--- src/rtl/sd_fifo_word_packer.sv ---
// sd_fifo_word_packer: packs prefetch-FIFO bytes into 32-bit words with transfer length, sector and last-word tracking
module sd_fifo_word_packer #(
  parameter int CNT_WIDTH    = 16,
  parameter int SECTOR_WORDS = 128,
  parameter bit BIG_ENDIAN   = 0
) (
  input  logic                 clk,
  input  logic                 rst_n,
  input  logic                 start,
  input  logic [CNT_WIDTH-1:0] xfer_words,
  input  logic                 abort,
  output logic                 busy,
  output logic                 done,
  output logic [CNT_WIDTH-1:0] words_left,
  output logic                 fifo_rd_en,
  input  logic                 fifo_rd_vld,
  input  logic [7:0]           fifo_rd_data,
  output logic                 m_valid,
  input  logic                 m_ready,
  output logic [31:0]          m_data,
  output logic                 m_last,
  output logic                 m_sector_end
);
  localparam int SW = SECTOR_WORDS > 1 ? $clog2(SECTOR_WORDS) : 1;
  localparam logic [SW-1:0] SEC_MAX = SW'(SECTOR_WORDS - 1);
  typedef enum logic [1:0] {IDLE, RUN, DRAIN} state_t;
  state_t state, state_nxt;
  logic [1:0]           byte_idx;
  logic [23:0]          acc;
  logic [CNT_WIDTH-1:0] issue_cnt;
  logic [SW-1:0]        sec_cnt;
  logic                 take, load, accept, last_load, go;
  logic [31:0]          word;
  assign busy = state != IDLE;
  always_comb begin
    fifo_rd_en = state == RUN && !abort && (byte_idx != 2'd3 || !m_valid || m_ready);
    take       = fifo_rd_en && fifo_rd_vld;
    load       = take && byte_idx == 2'd3;
    accept     = m_valid && m_ready;
    last_load  = load && issue_cnt == CNT_WIDTH'(1);
    go         = state == IDLE && start;
    // acc holds {b2,b1,b0}: bytes shift in from the top
    word       = BIG_ENDIAN ? {acc[7:0], acc[15:8], acc[23:16], fifo_rd_data} : {fifo_rd_data, acc};
    state_nxt  = abort                               ? IDLE  :
                 (go && xfer_words != '0)            ? RUN   :
                 (state == RUN && last_load)         ? DRAIN :
                 (state == DRAIN && accept)          ? IDLE  : state;
  end
  always_ff @(posedge clk or negedge rst_n)
    if (!rst_n) state <= IDLE;
    else state <= state_nxt;
  always_ff @(posedge clk or negedge rst_n) begin
    if (!rst_n) begin
      done         <= 1'b0;
      words_left   <= '0;
      issue_cnt    <= '0;
      sec_cnt      <= '0;
      byte_idx     <= '0;
      acc          <= '0;
      m_valid      <= 1'b0;
      m_data       <= '0;
      m_last       <= 1'b0;
      m_sector_end <= 1'b0;
    end else begin
      done <= !abort && ((go && xfer_words == '0) || (state == DRAIN && accept));
      if (abort) begin
        byte_idx   <= '0;
        acc        <= '0;
        m_valid    <= 1'b0;
        words_left <= '0;
        issue_cnt  <= '0;
      end else begin
        if (go) begin
          words_left <= xfer_words;
          issue_cnt  <= xfer_words;
          sec_cnt    <= '0;
          byte_idx   <= '0;
        end
        if (take) begin
          byte_idx <= byte_idx + 2'd1;
          acc      <= {fifo_rd_data, acc[23:8]};
        end
        if (load) begin
          m_data       <= word;
          m_last       <= issue_cnt == CNT_WIDTH'(1);
          m_sector_end <= sec_cnt == SEC_MAX;
          issue_cnt    <= issue_cnt - CNT_WIDTH'(1);
          sec_cnt      <= sec_cnt == SEC_MAX ? '0 : sec_cnt + SW'(1);
        end
        m_valid <= load || (m_valid && !m_ready);
        if (accept) words_left <= words_left - CNT_WIDTH'(1);
      end
    end
  end
endmodule
--- config.mk ---
export PLATFORM = sky130hd
export DESIGN_NAME = sd_fifo_word_packer
export DESIGN_NICKNAME = d
export VERILOG_FILES = /design/src/rtl/sd_fifo_word_packer.sv
export SDC_FILE = /design/constraint.sdc
export NUM_CORES = 1
export LEC_CHECK = 0
export CORE_MARGIN = 1
export CORE_UTILIZATION = 55
export DETAILED_ROUTE_END_ITERATION = 12
export DONT_BUFFER_PORTS = 1
export GPL_ROUTABILITY_DRIVEN = 0
export PLACE_DENSITY = 0.7
export SLEW_MARGIN = 20
export SYNTH_ARGS = -nofsm -noshare
export SYNTH_HDL_FRONTEND = slang
export SYNTH_SLANG_ARGS = --single-unit
--- constraint.sdc ---
create_clock -name clk -period 2.25 [get_ports clk]
set_clock_uncertainty 0.15 [all_clocks]
set_input_delay 0.45 -clock clk [delete_from_list [all_inputs] [get_ports clk]]
set_output_delay 0.45 -clock clk [all_outputs]
set_load 0.01 [all_outputs]
==> insert_results.sql, run 1 <==
INSERT INTO impl_metrics (metric_group, metric, value, unit) VALUES
('synth', 'synth_top_area_share', '51.2', '%'),
('grt', 'grt_pass1_vias', '3955', ''),
('sta', 'period_share', '96.0', '%'),
('clocking', 'numCtsBuffers', '9', ''),
('sta', 'timing.final.hold_violations', '103', ''),
('run', 'drv_cap', '0', ''),
('layout', 'post-route-util', '61.9', '%'),
('setup_path', 'worst-endpoint-required', '1.65', 'ns'),
('sta', 'finalSetupViolations', '0', ''),
('setup_path', 'crit_path_max_fanout', '8', ''),
('route', 'avgViaCountPerCell', '6.15', ''),
('sta', 'post-route-min-period', '2.16', 'ns'),
('clocking', 'clk_pin_slew_worst_paths', '0.11', 'ns'),
('min_path', 'min_path_type', 'in -> async', ''),
('clocking', 'cts_hold_buf', '1', ''),
('clocking', 'postCtsSetupRepairBufs', '0', ''),
('layout', 'final.fill_count', '747', ''),
('layout', 'layout_overhead_on_the_synthesized_area', '8.17', '%'),
('synth', 'post_synth_inst_count', '546', ''),
('die', 'start_util', '57.2', '%'),
('clocking', 'clock_insertion_delay_worst_skew', '0.37', 'ns'),
('die', 'fp.coreArea', '0.00881', 'mm²'),
('layout', 'stdcell_count', '662', ''),
('synth', 'synth_area_per_cell', '9.23', 'µm²'),
('sta', 'final_sum_of_negative_setup_slack', '0', 'ns'),
('setup_path', 'worst_path_largest_cell_delay', '0.50', 'ns'),
('clocking', 'clk_root_buffer_cell', 'sky130_fd_sc_hd__clkbuf_8', ''),
('route', 'drc', '8', ''),
('grt', 'grt_first_pass_wirelength', '19.9', 'mm'),
('sta', 'drv_slew', '0', ''),
('grt', 'maximum_number_of_pins_on_one_net_before_global_route_repair', '104', ''),
('placed_design', 'port_buffers', '0', ''),
('setup_path', 'critical_path_start_end_classification', 'reg -> out', ''),
('sta', 'clock.fmax', '463', 'MHz'),
('run_status', 'failed_checks', 'design-rule violations, negative hold slack', ''),
('setup_path', 'launching_element_type_of_the_critical_path', 'flip-flop', ''),
('grt', 'grtUsageMet2', '41.4', '%'),
('synth', 'share_of_flip_flops_with_an_asynchronous_set_or_reset_after_synthesis', '100', '%'),
('grt', 'antenna_violations_before_repair', '0', ''),
('grt', 'global_route.usage.met1', '37.0', '%'),
('sta', 'fin_worst_hold_slack', '-0.398', 'ns'),
('placed_design', 'dpl_worst_slack', '0.133', 'ns'),
('grt', 'grt.busiest_layer', 'met2', ''),
('synth', 'post_synth_main_area_contributors', 'sky130_fd_sc_hd__dfrtp_1, sky130_fd_sc_hd__nand2_1, sky130_fd_sc_hd__o21ai_0', ''),
('layout', 'layout.nets', '584', ''),
('grt', 'met3_usage_grt', '6.04', '%'),
('setup_path', 'critPathArrivalTime', '1.56', 'ns'),
('power_and_ir_drop', 'power_leakage', '2.51', 'nW'),
('clocking', 'htreeDepth', '3', ''),
('synth', 'synth-warning-count', '0', ''),
('die', 'num_rows', '34', ''),
('clocking', 'cts.sink_count', '103', ''),
('layout', 'final_layout_size_suffix_gt1_share', '11.0', '%'),
('power_and_ir_drop', 'power_density', '663', 'mW/mm²'),
('synth', 'synth-edff-count', '0', ''),
('grt', 'grt_util_all_layers', '26.5', '%'),
('synth', 'synthesis.nets', '581', ''),
('placed_design', 'placedCellCount', '645', ''),
('sta', 'max-slew-margin-rel', '50.1', '%'),
('sta', 'rsz0062_at_grt', 'no', ''),
('route', 'wire_per_inst', '18.3', 'µm'),
('route', 'route.antenna.remaining_nets', '0', ''),
('synth', 'synth-main-ff-cell', 'sky130_fd_sc_hd__dfrtp_1', ''),
('power_and_ir_drop', 'vdd_ir_drop_max', '0.000346', 'V'),
('synth', 'synth.ff_latch_count', '103', ''),
('synth', 'synth-seq-area-share', '51.2', '%'),
('clocking', 'clk_path_buf_depth', '2', ''),
('run_status', 'status', 'finished, violations left', ''),
('setup_path', 'crit_path_cell_trace', 'or3b_1, a21oi_2', ''),
('setup_path', 'setup.worst_path.end_class', 'primary output', ''),
('die', 'chipHeight', '97.7', 'µm');
-- report_power, final --
| part | switching [mW] | internal, mW |
|---|---|---|
| registers | 0.0822 | 1.90 |
| logic | 0.247 | 0.193 |
| clock network | 0.738 | 0.447 |
-- worst max-delay path: cells and delay by family, from the launching register on --
kind	cells	cell delay, ns
DFF	1	0.48
and+or+nand+nor	1	0.50
AOI/OAI and AO/OA	1	0.22
-- logic make-up after synthesis --
kind of cell,after synthesis,synth area share [%]
xor gates and xnor gates,12,2.09
and+or+nand+nor,259,24.3
muxes,10,1.99
buffers and inverters,39,3.97
DFF,103,51.2
adders and majority gates,5,1.24
AOI/OAI and AO/OA,118,15.2
-- what timing repair did --
item	CTS	global route
setup endpoints to repair	1	1
resized for setup	1	1
gates cloned	0	0
endpoints found under the hold margin	118	103
-- area by class of cell --
class	instances	area (µm²)	share of cell area [%]
flip-flops and latches	103	2580	47.3
well taps	108	135	2.48
inverters	9	33.8	0.620
clock buffers	9	124	2.27
repair buffers	22	205	3.77
multi-input cells	404	2280	41.9
clock inverters	7	91.3	1.68
-- final timing paths --
kind	from	endpoint	slack, ns	depth (start not counted)
hold reg to reg	acc[1]	m_data[1]	0.33	2
setup reg to reg	byte_idx[0]	state[0]	0.10	5
max in group asynchronous	rst_n	state[0]	2.12	0
setup / recovery	state[1]	fifo_rd_en	0.09	2
hold / removal	rst_n	words_left[6]	-0.40	0
min in group clk	fifo_rd_data[1]	m_data[25]	0.02	2
-- state kept, by name, summed over array words and instances (netlist names), 2 cells and up --
register / count
sec_cnt: 7
m_data: 32
byte_idx: 2
acc: 24
words_left: 16
state: 2
issue_cnt: 16
-- cells in the final DEF, fill, tap and decap left out, types with 10 or more instances in the layout --
| cell | n |
|---|---|
| sky130_fd_sc_hd__nand2_1 | 172 |
| sky130_fd_sc_hd__o21ai_0 | 36 |
| sky130_fd_sc_hd__nor2_1 | 17 |
| sky130_fd_sc_hd__mux2i_1 | 10 |
| sky130_fd_sc_hd__nor4_1 | 10 |
| sky130_fd_sc_hd__dfrtp_1 | 102 |
| sky130_fd_sc_hd__a21oi_1 | 13 |
| sky130_fd_sc_hd__o22ai_1 | 16 |
| sky130_fd_sc_hd__a31oi_1 | 12 |
| sky130_fd_sc_hd__buf_4 | 18 |
-- metrics by stage --
stage               instance area (µm²)  power [mW]
floorplan                          5040        2.33
detailed placement                 5220        2.45
global placement                   5220        2.44
global route                       5450        3.77
finish                             5450        3.61
CTS                                5450        3.63
-- routing by layer --
layer / vias to the layer above / wire [µm] / part of all wire, %
met4: 0 / 204 / 1.7
met3: 17 / 819 / 6.7
met1: 1982 / 5380 / 44
met2: 147 / 5730 / 47
li1: 1922 / - / -
met5: - / 0 / 0
No activity file was read; power rests on OpenSTA's default activity.
==> run 2, diff against run 1 <==
--- a/config.mk
+++ b/config.mk
@@ -5,12 +5,11 @@
 export SDC_FILE = /design/constraint.sdc
 export NUM_CORES = 1
 export LEC_CHECK = 0
-export CORE_MARGIN = 1
 export CORE_UTILIZATION = 55
 export DETAILED_ROUTE_END_ITERATION = 12
 export DONT_BUFFER_PORTS = 1
 export GPL_ROUTABILITY_DRIVEN = 0
-export PLACE_DENSITY = 0.7
+export PLACE_DENSITY = 0.77
 export SLEW_MARGIN = 20
 export SYNTH_ARGS = -nofsm -noshare
 export SYNTH_HDL_FRONTEND = slang
==> insert_results.sql, run 2 (synthesis results as in run 1) <==
INSERT INTO impl_metrics (metric_group, metric, value, unit) VALUES
('power_and_ir_drop', 'power.share.switching', '29.8', '%'),
('sta', 'finalSetupViolations', '0', ''),
('sta', 'tightestPinTransition', '0.544', 'ns'),
('clocking', 'clk_pin_slew_worst_paths', '0.12', 'ns'),
('layout', 'antennaDiodeCount', '0', ''),
('route', 'route.vias.total', '4169', ''),
('grt', 'global_route.usage.met1', '36.3', '%'),
('power_and_ir_drop', 'share_comb_of_total_power', '12.8', '%'),
('setup_path', 'critPathArrivalTime', '2.27', 'ns'),
('setup_path', 'critical_path_start_end_classification', 'reg -> reg', ''),
('sta', 'timing.final.hold_violations', '103', ''),
('run_status', 'status', 'finished, violations left', ''),
('placed_design', 'placed_cell_area', '0.00521', 'mm²'),
('grt', 'antenna_violations_before_repair', '0', ''),
('power_and_ir_drop', 'vdd_ir_drop_max', '0.000357', 'V'),
('layout', 'mostFrequentLayoutCells', 'sky130_fd_sc_hd__nand2_1, sky130_fd_sc_hd__dfrtp_1, sky130_fd_sc_hd__o21ai_0', ''),
('power_and_ir_drop', 'p_int', '2.56', 'mW'),
('layout', 'fin_area', '0.00549', 'mm²'),
('grt', 'maximum_number_of_pins_on_one_net_before_global_route_repair', '104', ''),
('layout', 'largest_register_ff_count', '32', ''),
('die', 'num_rows', '34', ''),
('grt', 'grt_pass1_vias', '3998', ''),
('layout', 'layout_overhead_on_the_synthesized_area', '8.99', '%'),
('route', 'drc', '12', ''),
('power_and_ir_drop', 'power_density', '665', 'mW/mm²'),
('die', 'die_w', '97.7', 'µm'),
('clocking', 'cts.sink_count', '103', ''),
('sta', 'period_share', '95.9', '%'),
('grt', 'grtUsageMet2', '40.6', '%'),
('die', 'die_area', '0.00955', 'mm²'),
('power_and_ir_drop', 'share_seq_of_total_power', '54.4', '%'),
('layout', 'layout_commonest_cell', 'sky130_fd_sc_hd__nand2_1', ''),
('layout', 'layout.nets', '590', ''),
('clocking', 'clk_path_buf_depth', '2', ''),
('run_status', 'failed_checks', 'design-rule violations, negative hold slack', ''),
('layout', 'final_layout_size_suffix_gt1_share', '11.8', '%'),
('placed_design', 'dp_hpwl', '8.28', 'mm'),
('die', 'boundaryPins', '84', ''),
('sta', 'setup_slack', '0.0922', 'ns'),
('setup_path', 'worst-endpoint-required', '2.36', 'ns'),
('placed_design', 'dpl_worst_slack', '0.151', 'ns'),
('route', 'avgViaCountPerCell', '6.24', ''),
('clocking', 'clock_insertion_delay_worst_skew', '0.38', 'ns'),
('clocking', 'numCtsBuffers', '9', ''),
('route', 'initialDrtViolationCount', '373', ''),
('grt', 'grt_first_pass_wirelength', '20.0', 'mm'),
('power_and_ir_drop', 'power_leakage', '2.53', 'nW'),
('run', 'drv_cap', '0', ''),
('min_path', 'min_path_type', 'in -> async', ''),
('die', 'chipHeight', '97.7', 'µm'),
('route', 'wire_per_inst', '18.5', 'µm'),
('sta', 'final_sum_of_negative_setup_slack', '0', 'ns'),
('route', 'first_pass_iters', '9', ''),
('grt', 'met3_usage_grt', '7.19', '%'),
('sta', 'fin_worst_hold_slack', '-0.406', 'ns'),
('power_and_ir_drop', 'power_dissipated_by_switching_net_loads', '1.09', 'mW'),
('sta', 'post-route-min-period', '2.16', 'ns'),
('power_and_ir_drop', 'clockPowerShare', '32.8', '%'),
('clocking', 'cts_tree', 'done', ''),
('grt', 'grt_util_all_layers', '26.3', '%'),
('setup_path', 'launching_element_type_of_the_critical_path', 'flip-flop', ''),
('layout', 'layout_top_registers', 'm_data (32), acc (24)', ''),
('setup_path', 'setup.worst_path.end_class', 'flip-flop', ''),
('clocking', 'htreeDepth', '3', ''),
('layout', 'top_register', 'm_data', ''),
('die', 'fp.coreArea', '0.00881', 'mm²'),
('setup_path', 'crit_path_max_fanout', '9', ''),
('route', 'detail_route.wirelength', '12.3', 'mm'),
('sta', 'max-slew-margin-rel', '63.6', '%'),
('die', 'start_util', '57.2', '%'),
('sta', 'clock.fmax', '463', 'MHz'),
('route', 'route.antenna.remaining_nets', '0', ''),
('grt', 'grt.busiest_layer', 'met2', ''),
('placed_design', 'port_buffers', '0', ''),
('clocking', 'clk_root_buffer_cell', 'sky130_fd_sc_hd__clkbuf_8', ''),
('sta', 'drv_slew', '0', ''),
('grt', 'global_route.overflow_total', '0', '');
## run 2: cell types whose count changed in the layout (fill, tap and decap cells not counted)
cell / before / now
sky130_fd_sc_hd__buf_12: 3 / 2
sky130_fd_sc_hd__buf_4: 18 / 22
sky130_fd_sc_hd__clkinv_4: 2 / 1
sky130_fd_sc_hd__clkinv_8: 4 / 2
sky130_fd_sc_hd__dlygate4sd3_1: 1 / 4
sky130_fd_sc_hd__inv_8: 0 / 3
sky130_fd_sc_hd__nor4b_1: 2 / 1
sky130_fd_sc_hd__nor4b_2: 0 / 1
sky130_fd_sc_hd__or3b_1: 1 / 0
sky130_fd_sc_hd__or3b_4: 0 / 1
## run 2: worst max-delay path, stage by stage, from the launching register on
cell and delay, ns:
sky130_fd_sc_hd__dfrtp_1 0.52, sky130_fd_sc_hd__or4_4 0.60, sky130_fd_sc_hd__nor4_4 0.33, sky130_fd_sc_hd__buf_4 0.19
sky130_fd_sc_hd__a211o_1 0.14, sky130_fd_sc_hd__o311ai_1 0.11
## run 2: area by class of cell
cell class                      count  area (µm²)
Sequential cell                   103        2580
Clock inverter                      7        83.8
Tap cell                          108         135
Multi-Input combinational cell    404        2290
Clock buffer                        9         124
Timing Repair Buffer               28         245
Fill cell                         728        3320
Inverter                            9        33.8
## run 2: path summary, 6_finish.rpt
kind	start	slack, ns	to	cells past startpoint
worst max-delay path	words_left[2]	0.09	words_left[13]	5
worst min-delay path	rst_n	-0.41	words_left[4]	0
worst max register to register	words_left[2]	0.09	words_left[13]	5
worst min register to register	acc[7]	0.34	m_data[7]	2
max in group asynchronous	rst_n	2.18	state[0]	0
min in group clk	abort	0.02	issue_cnt[11]	1
## run 2: timing repair
action | CTS | global route
resized for setup | 1 | 3
endpoints found under the hold margin | 115 | 106
setup endpoints to repair | 1 | 3
pin swaps | 0 | 1
hold buffers | 1 | 3
buffers inserted | 0 | 2
## run 2: routing by layer
layer / part of all wire, % / vias to the layer above / wire length, µm
li1: - / 1931 / -
met1: 43 / 2033 / 5340
met2: 46 / 170 / 5700
met3: 8.1 / 35 / 994
met4: 2.5 / 0 / 311
met5: 0 / - / 0
## run 2: power groups by stage
stage | sequential [mW] | combinational (mW) | clock [mW]
after CTS | 1.98 | 0.442 | 1.21
after detailed placement | 2.02 | 0.434 | 0
after global routing | 2.00 | 0.508 | 1.28
final | 1.99 | 0.466 | 1.20
after floorplan | 2.00 | 0.330 | 0
after global placement | 2.02 | 0.418 | 0
## run 2: per-stage QoR
step	power [mW]	utilization (%)	std cells
after detailed placement	2.45	59.2	646
final	3.65	62.3	668
after CTS	3.63	61.7	663
after global routing	3.79	62.3	668
after floorplan	2.33	-	546
after global placement	2.43	59.2	646
